===== src/rtl/writeback_lsu.sv =====
// Writeback/load-store stage: issues one memory request per load/store and muxes register writeback data.
// Optional WB_MISALIGN_TRAP_EN: flag misaligned accesses instead of issuing them.
module writeback_lsu #(
  parameter int XLEN   = 32,
  parameter int PC_INC = 4
) (
  input  logic              clk,
  input  logic              reset,
  input  logic              stall,
  input  logic              valid,
  input  logic [XLEN-1:0]   pc,
  input  logic [XLEN-1:0]   alu_result,
  input  logic [XLEN-1:0]   store_data,
  input  logic [2:0]        funct3,
  input  logic              reg_we,
  input  logic              mem_we,
  input  logic              mem_rr,
  input  logic              jump,
  output logic              mem_req_valid,
  input  logic              mem_req_ready,
  output logic [XLEN-1:0]   mem_addr,
  output logic [XLEN-1:0]   mem_wdata,
  output logic [XLEN/8-1:0] mem_wmask,
  output logic              mem_wr,
  input  logic              mem_resp_valid,
  input  logic [XLEN-1:0]   mem_rdata,
  output logic [XLEN-1:0]   writeback,
  output logic              wb_valid,
  output logic              hold,
  output logic              misalign
);

  localparam int MASK_W = XLEN / 8;
  localparam int LANE_W = $clog2(MASK_W);

  typedef enum logic [1:0] {
    IDLE = 2'd0,
    REQ  = 2'd1,
    WAIT = 2'd2,
    DONE = 2'd3
  } state_t;

  state_t            state_r;
  logic              req_valid_r;
  logic [XLEN-1:0]   rdata_r;

  logic              mem_op_s;
  logic              misalign_s;
  logic              start_s;
  logic [LANE_W-1:0] lane_s;
  logic [XLEN-1:0]   shifted_s;
  logic [XLEN-1:0]   load_s;
  logic [XLEN-1:0]   writeback_s;
  logic [MASK_W-1:0] wmask_s;

  assign mem_op_s = mem_rr | mem_we;
  assign lane_s   = alu_result[LANE_W-1:0];
  assign start_s  = valid & mem_op_s & ~misalign_s;

  // Natural-alignment check; only meaningful for a fresh access sitting in IDLE.
  always_comb begin
    misalign_s = 1'b0;
`ifdef WB_MISALIGN_TRAP_EN
    if (!reset && valid && mem_op_s && (state_r == IDLE)) begin
      case (funct3[1:0])
        2'b00:   misalign_s = 1'b0;
        2'b01:   misalign_s = alu_result[0];
        2'b10:   misalign_s = |alu_result[1:0];
        2'b11:   misalign_s = |alu_result[2:0];
        default: misalign_s = 1'b0;
      endcase
    end else begin
      misalign_s = 1'b0;
    end
`else
    misalign_s = 1'b0;
`endif
  end

  // Request FSM; the request-valid flag is registered alongside the state.
  always_ff @(posedge clk) begin
    if (reset) begin
      state_r     <= IDLE;
      req_valid_r <= 1'b0;
      rdata_r     <= {XLEN{1'b0}};
    end else begin
      case (state_r)
        IDLE: begin
          if (start_s) begin
            state_r     <= REQ;
            req_valid_r <= 1'b1;
          end
        end
        REQ: begin
          if (mem_req_ready) begin
            req_valid_r <= 1'b0;
            if (mem_we) begin
              state_r <= DONE;
            end else if (mem_resp_valid) begin
              rdata_r <= mem_rdata;
              state_r <= DONE;
            end else begin
              state_r <= WAIT;
            end
          end
        end
        WAIT: begin
          if (mem_resp_valid) begin
            rdata_r <= mem_rdata;
            state_r <= DONE;
          end
        end
        DONE: begin
          if (!stall) begin
            state_r <= IDLE;
          end
        end
        default: begin
          state_r     <= IDLE;
          req_valid_r <= 1'b0;
        end
      endcase
    end
  end

  // Load extraction: shift the addressed lane down, then sign/zero-extend by size.
  always_comb begin
    shifted_s = rdata_r >> {lane_s, 3'b000};
    load_s    = {XLEN{1'b0}};
    case (funct3)
      3'b000:  load_s = XLEN'($signed(shifted_s[7:0]));
      3'b001:  load_s = XLEN'($signed(shifted_s[15:0]));
      3'b010:  load_s = XLEN'($signed(shifted_s[31:0]));
      3'b100:  load_s = XLEN'(shifted_s[7:0]);
      3'b101:  load_s = XLEN'(shifted_s[15:0]);
      3'b011: begin
        if (XLEN == 64) begin
          load_s = shifted_s;
        end else begin
          load_s = {XLEN{1'b0}};
        end
      end
      3'b110: begin
        if (XLEN == 64) begin
          load_s = XLEN'(shifted_s[31:0]);
        end else begin
          load_s = {XLEN{1'b0}};
        end
      end
      default: load_s = {XLEN{1'b0}};
    endcase
  end

  // Store byte enables: contiguous bytes starting at the addressed lane.
  always_comb begin
    wmask_s = {MASK_W{1'b0}};
    case (funct3)
      3'b000:  wmask_s = MASK_W'(1'b1) << lane_s;
      3'b001:  wmask_s = MASK_W'(2'b11) << lane_s;
      3'b010:  wmask_s = MASK_W'(4'hF) << lane_s;
      3'b011: begin
        if (XLEN == 64) begin
          wmask_s = MASK_W'(8'hFF) << lane_s;
        end else begin
          wmask_s = {MASK_W{1'b0}};
        end
      end
      default: wmask_s = {MASK_W{1'b0}};
    endcase
  end

  // Writeback source select; a trapped access writes zero.
  always_comb begin
    writeback_s = alu_result;
    if (misalign_s) begin
      writeback_s = {XLEN{1'b0}};
    end else if (reg_we && jump) begin
      writeback_s = pc + XLEN'(PC_INC);
    end else if (mem_rr) begin
      writeback_s = load_s;
    end else begin
      writeback_s = alu_result;
    end
  end

  assign mem_req_valid = req_valid_r & ~reset;
  assign mem_addr      = alu_result;
  assign mem_wdata     = store_data << {lane_s, 3'b000};
  assign mem_wmask     = wmask_s;
  assign mem_wr        = mem_we;
  assign writeback     = writeback_s;
  assign misalign      = misalign_s;
  assign hold          = valid & mem_op_s & (state_r != DONE) & ~misalign_s & ~reset;
  assign wb_valid      = misalign_s | (state_r == DONE) |
                         ((state_r == IDLE) & valid & ~mem_op_s);

endmodule


===== config.mk =====
export PLATFORM = sky130hd
export DESIGN_NAME = writeback_lsu
export DESIGN_NICKNAME = d
export VERILOG_FILES = /design/src/rtl/writeback_lsu.sv
export SDC_FILE = /design/constraint.sdc
export NUM_CORES = 1
export LEC_CHECK = 0
export BUFFER_PORTS_ARGS = -buffer_cell sky130_fd_sc_hd__buf_2
export CAP_MARGIN = 20
export CORE_MARGIN = 5
export CORE_UTILIZATION = 40
export DETAILED_ROUTE_END_ITERATION = 7
export PLACE_DENSITY_LB_ADDON = 0.2
export SYNTH_ARGS = -nofsm -noshare
export SYNTH_HDL_FRONTEND = slang
export SYNTH_SLANG_ARGS = --single-unit

===== constraint.sdc =====
create_clock -name clk -period 1.7 [get_ports clk]
set_input_delay 0.17 -clock clk [delete_from_list [all_inputs] [get_ports clk]]
set_output_delay 0.17 -clock clk [all_outputs]
set_load 0.01 [all_outputs]

==> Yosys cells after proc, flatten, opt, wreduce, memory -nomap -nowiden <==
Index checks and enable logic that the tools add are counted.
{ "word_totals": {"mem_bits_rw": 0, "mem_bits_ro": 0, "n_memories": 0, "latchBits": 0, "regBits": 35} }
{ "classes": {"div": 0, "add_sub_neg": 1, "n_bitwise": 10, "n_shift": 5, "n_mux": 18, "n_lt_le_gt_ge": 0, "reduce_logical": 8, "n_eq_ne": 13, "mul": 0} }
{ "op_table": {"columns": ["op", "n"], "rows": [
  ["32-bit 2-to-1 mux", 5],
  ["32-bit case mux with 5 select lines", 1],
  ["32-bit case mux with 2 select lines", 1],
  ["32-bit by 3-bit adder with 32-bit output (second input constant)", 1],
  ["32-bit by 5-bit left shift with 32-bit output", 1],
  ["32-bit by 5-bit right shift with 32-bit output", 1],
  ["2-bit inequality test (second input constant)", 6],
  ["4-bit case mux with 3 select lines", 1],
  ["2-bit 2-to-1 mux", 4],
  ["2-bit case mux with 4 select lines", 1],
  ["1-bit bitwise AND", 6],
  ["3-bit == test (second input constant)", 2],
  ["3-bit AND reduction", 2],
  ["2-bit == test (second input constant)", 2],
  ["1-bit 2-to-1 mux", 4],
  ["4-bit AND reduction", 1],
  ["2-bit nonzero test", 2],
  ["1-bit by 2-bit left shift with 4-bit output (first input constant)", 1],
  ["2-bit by 2-bit left shift with 4-bit output (first input constant)", 1],
  ["4-bit by 2-bit left shift with 4-bit output (first input constant)", 1],
  ["3-bit by 1-bit == test with 1-bit output (second input constant)", 1],
  ["3-bit by 2-bit == test with 1-bit output (second input constant)", 1],
  ["3-bit zero test", 1],
  ["2-bit by 1-bit == test with 1-bit output (second input constant)", 1],
  ["other kinds (5)", 7]
]} }

==> Longest topological paths before layout <==
{ "depth": {"depth_word": 4, "depth_mapped": 8} }

==> Worst setup path after synthesis <==
OpenSTA, ideal clock, no wires.
{ "synth_path": {"path_kind": "input to output", "startpoint": "input port funct3[0]", "endpoint": "output port writeback[26]", "path_slack_ps": 86, "arrival_ps": 1444, "path_buffers": 2, "t_required_ps": 1530, "cell_stages": 7, "path_cell_list": "buf_2 nor2b_1 nor2b_1 a221oi_2 o41a_4 buf_6 a22oi_2"} }
{ "synth_between": {"elab_chain_cells": 4, "word_cells_on_any_way": 8, "cone_classes": "4 x eq/ne; 3 x mux; 1 x reduce/logical"} }
{ "synth_rtl": {"columns": ["item", "line", "source"], "rows": [
  ["start, declared", "14", "input logic [2:0] funct3,"],
  ["3-bit == test, or another cell as far along", "130", "case (funct3)"],
  ["32-bit case mux with 5 select lines *", "130", null],
  ["32-bit 2-to-1 mux *", "179", "end else if (mem_rr) begin"],
  ["32-bit 2-to-1 mux *", "177", "end else if (reg_we && jump) begin"],
  ["end, declared", "27", "output logic [XLEN-1:0] writeback,"]
]} }
Mark *: on every way between the ends. The rest lies on a longest branch, timed or not.

==> Final worst setup path <==
{ "layout_path": {"startpoint": "register rdata_r[31]", "endpoint": "output port writeback[24]"} }
{ "layout_between": {"elab_chain_cells": 4} }
{ "layout_rtl": {"columns": ["item", "line", "source"], "rows": [
  ["start, declared", "45", "logic [XLEN-1:0] rdata_r;"],
  ["start signal, assigned", "85", "rdata_r <= {XLEN{1'b0}};"],
  ["start signal, assigned", "100", "rdata_r <= mem_rdata;"],
  ["start signal, assigned", "109", "rdata_r <= mem_rdata;"],
  ["32-bit by 5-bit right shift with 32-bit output", "128", "shifted_s = rdata_r >> {lane_s, 3'b000};"],
  ["32-bit case mux with 5 select lines", "130", null],
  ["32-bit 2-to-1 mux", "179", null],
  ["32-bit 2-to-1 mux", "177", null]
]} }
No other way between the ends.

==> summary.md <==
| Metric | Value |
|---|---|
| Fmax | 485.0 MHz |
| RSZ-0062 raised after global routing | yes |
| XOR/XNOR Fraction of Synth Area | 6.177% |
| Post-Route Skew | 0.003350 ns |
| Clk buf depth | 2 |
| Max FO, Critical Path | 8 |
| CP endpoint kind | output port |
| Core area | 9729 um^2 |
| MaxCap Viol Count | 0 |
| Via-to-Cell Ratio | 5.346 |
| Post-synthesis simple-gate area fraction | 21.90% |
| Sequential share of the synthesized area | 17.65% |
| Initial antenna violation count | 0 |
| Post-synthesis mux area share | 17.55% |
| I/O pin cnt | 246 |
| Worst path depth | 6 |
| EDFF count, synth | 0 |
| Final Hold Viols | 0 |
| All-Layer GR Usage | 25.10% |
| Post-Synth Adder-Cell Area | 1.891% |
| Delay-heaviest family, CP | compound AO/OA/AOI/OAI gates |
| CTS tree | built |
| Slowest stage delay, CP | 0.45 ns |
| Multi-input gate area | 3002 um^2 |
| Final Worst Setup Slack | -0.3619 ns |
| Worst path slowest cell | o41a_4 |
| Fin. max-slew vios | 0 |
| Count of cell types in the netlist | 46 |
| Largest family of logic cells by synthesized area | compound AO/OA/AOI/OAI gates |
| Fin crit period | 2.062 ns |
| LEAKAGE | 2.943 nW |
| Port-buffer cells | 244 |
| Setup WS pre-CTS | -0.2519 ns |
| HPWL after detailed placement | 12910 um |
| First-pass GRT wire length | 23790 um |
| CTS buffer count | 5 |
| Vias | 4902 |
| Compound-cell area share of the yosys netlist | 22.91% |
| Largest net degree at the start of global routing | 40 |
| Die Area | 12020 um^2 |
| R2r startpoint | state_r[0] |
| CP startpoint kind | register |
| WP data arrival | 1.89 ns |
| YS warnings | 0 |
| Final WL | 16180 um |
| Flops & latches, synth | 35 |
| Worst path required time | 1.53 ns |
| Power per cell area | 655.1 nW/um^2 |
| Clock Sinks | 35 |
| Syn Area/Cell | 7.562 um^2 |
| Register Area | 708.2 um^2 |
| R2R Path End | rdata_r[21] |
| Status | finished, violations left |
| Hold crit path type | input pin to register |
| Syn Inst Count | 525 |
| Nets@finish | 930 |
| H-tree Lvls | 2 |
| Post-synth top flop | dfxtp_1 |
| Failing checks | negative setup slack |
| Drt drc | 0 |
| Syn Nets | 672 |
| Crit path cell chain | mux2i_4 -> nor2b_1 -> a221oi_4 -> o41a_4 -> a22oi_1 -> buf_2 |
| Final setup fails | 30 |
| Area Overhead vs Synth | 48.16% |
| Cells on Worst Hold Path | 3 |
| Remaining Overflow, GRT | 0 |
| # diodes | 0 |
| Root buffer cell | clkbuf_8 |
| Hold_buf cts | 0 |
| Worst R2R Setup Slack | 0.11 ns |
| Setup crit end | writeback[24] |
| Hold_ws | 0.1056 ns |
| Final Util | 60.46% |
| Die span in x | 109.6 um |
| RD Place Congestion | 0.8552 |
| Vias in the first global route | 4655 |
| Layout cells sized above 1 | 49.11% |
| Starting Density | 40.81% |
| Routed Antenna Nets | 0 |
| Ys async rst share | 0% |
| Crit Path Category | register to output port |
| Critical Path Source | rdata_r[31] |
| Clock input transition at the sequential cells of the worst setup and hold paths | 0.07 ns |
| Number of fill cells | 940 |
| Number of placement rows | 36 |
| Number of DRC markers in iteration 0 | 358 |
| 1st-pass router iterations | 5 |
| Maximum VDD drop | 0.0009916 V |
| WL/cell | 17.64 um |
| Clock latency on the worst-skew pair | 0.29 ns |
| Cell Area, Synth | 3970 um^2 |
| Buf+Inv Stages, Crit Path | 1 |
| Depth of the most critical reg-to-reg path | 8 |
| Tcrit/Tclk final | 121.3% |
| Die Y | 109.6 um |
==> layout by cell type, fill, tap and decap left out, drive strengths merged, types with 2 or more instances in the layout <==
cell type,count
nor2,64
xnor2,21
buf,318
dfxtp,35
clkbuf,8
mux2,2
nand4,5
and2,12
nor2b,18
nor4,6
and4,6
mux2i,67
inv,12
o21ai,27
and3,2
nor3,12
ha,6
o41a,2
xor2,7
a21oi,29
a22oi,34
nand3,8
nand2,39
a211oi,28
a221oi,4
==> state kept, by name, summed over array words and instances, names as in the netlist <==
signal and flops:
req_valid_r 1, rdata_r 32, state_r 2
==> through the flow <==
step / TNS [ns] / cells / cell area [um^2] / power [mW]
2_1_floorplan: 0 / 525 / 3970 / 2.162
5_1_grt: -9.797 / 917 / 5882 / 4.105
4_1_cts: -8.007 / 915 / 5777 / 3.755
6_report: -7.631 / 917 / 5882 / 3.853
3_3_place_gp: -3.478 / 903 / 5482 / 2.833
3_5_place_dp: -4.328 / 903 / 5482 / 2.893
==> report_power, final <==
group	leakage (nW)	switching (mW)	internal, mW
sequential	0.286	0.115	0.956
clock	0.0612	0.303	0.474
combinational	2.60	1.04	0.961
total	2.94	1.46	2.39
==> worst min path at each step <==
stage	slack (ns)	from	endpoint
finish	0.11	mem_rdata[5]	rdata_r[5]
floorplan	0.31	mem_rdata[0]	rdata_r[0]
global route	0.12	mem_rdata[11]	rdata_r[11]
global placement	0.40	mem_rdata[11]	rdata_r[11]
CTS	0.1	mem_rdata[5]	rdata_r[5]
detailed placement	0.41	mem_rdata[5]	rdata_r[5]
==> cell families after synthesis <==
group | Yosys count
compound gates | 129
xor+xnor | 28
fa+ha+maj | 6
buf+inv | 82
flops | 35
mux | 69
other cells | 1
simple gates | 175
==> per-layer routing <==
layer	share of wire, %	GRT usage [%]	vias up
li1	-	-	2369
met1	41	31.92	2304
met2	50	43.85	205
met3	7.9	3.876	24
met4	1.7	6.946	0
met5	0	0	-
==> area by class of cell <==
cell class                 count  area share (%)
sequential                    35           12.04
multi-input combinational    409           51.03
clock buffer                   6           1.404
inverter                      12          0.7658
clock inverter                 2          0.5956
timing repair buffer         320           31.33
tap                          133           2.829
==> synthesized netlist by cell type (7+ instances only) <==
cell       n  area, um^2
a211oi_1  28       210.2
a21oi_1   29       145.1
a22oi_1   24       180.2
a22oi_2   10       125.1
and2_1    12       75.07
buf_2     12       60.06
buf_4     35       262.8
clkbuf_1  16       60.06
dfxtp_1   35       700.7
inv_1     12       45.04
mux2i_1   66       660.6
nand2_1   39       146.4
nand3_1    7       35.03
nor2_1    63       236.5
nor2b_1   18       112.6
nor3_1    12       60.06
o21ai_0   27       135.1
xnor2_1   21       183.9
xor2_1     7       61.31
==> worst min-delay path, stage by stage <==
cell	delay (ns)
buf_2	0.07
mux2i_1	0.05
nor2_1	0.07
==> what timing repair did <==
| action | in CTS | in global routing |
|---|---|---|
| resized for setup | 29 | 17 |
| setup buffers | 3 | 0 |
| endpoints found under the hold margin | 0 | 0 |
| cloned | 1 | 2 |
| endpoints found under the setup margin | 30 | 53 |
| pin swaps | 9 | 9 |
(Power assumes the default switching activity.)
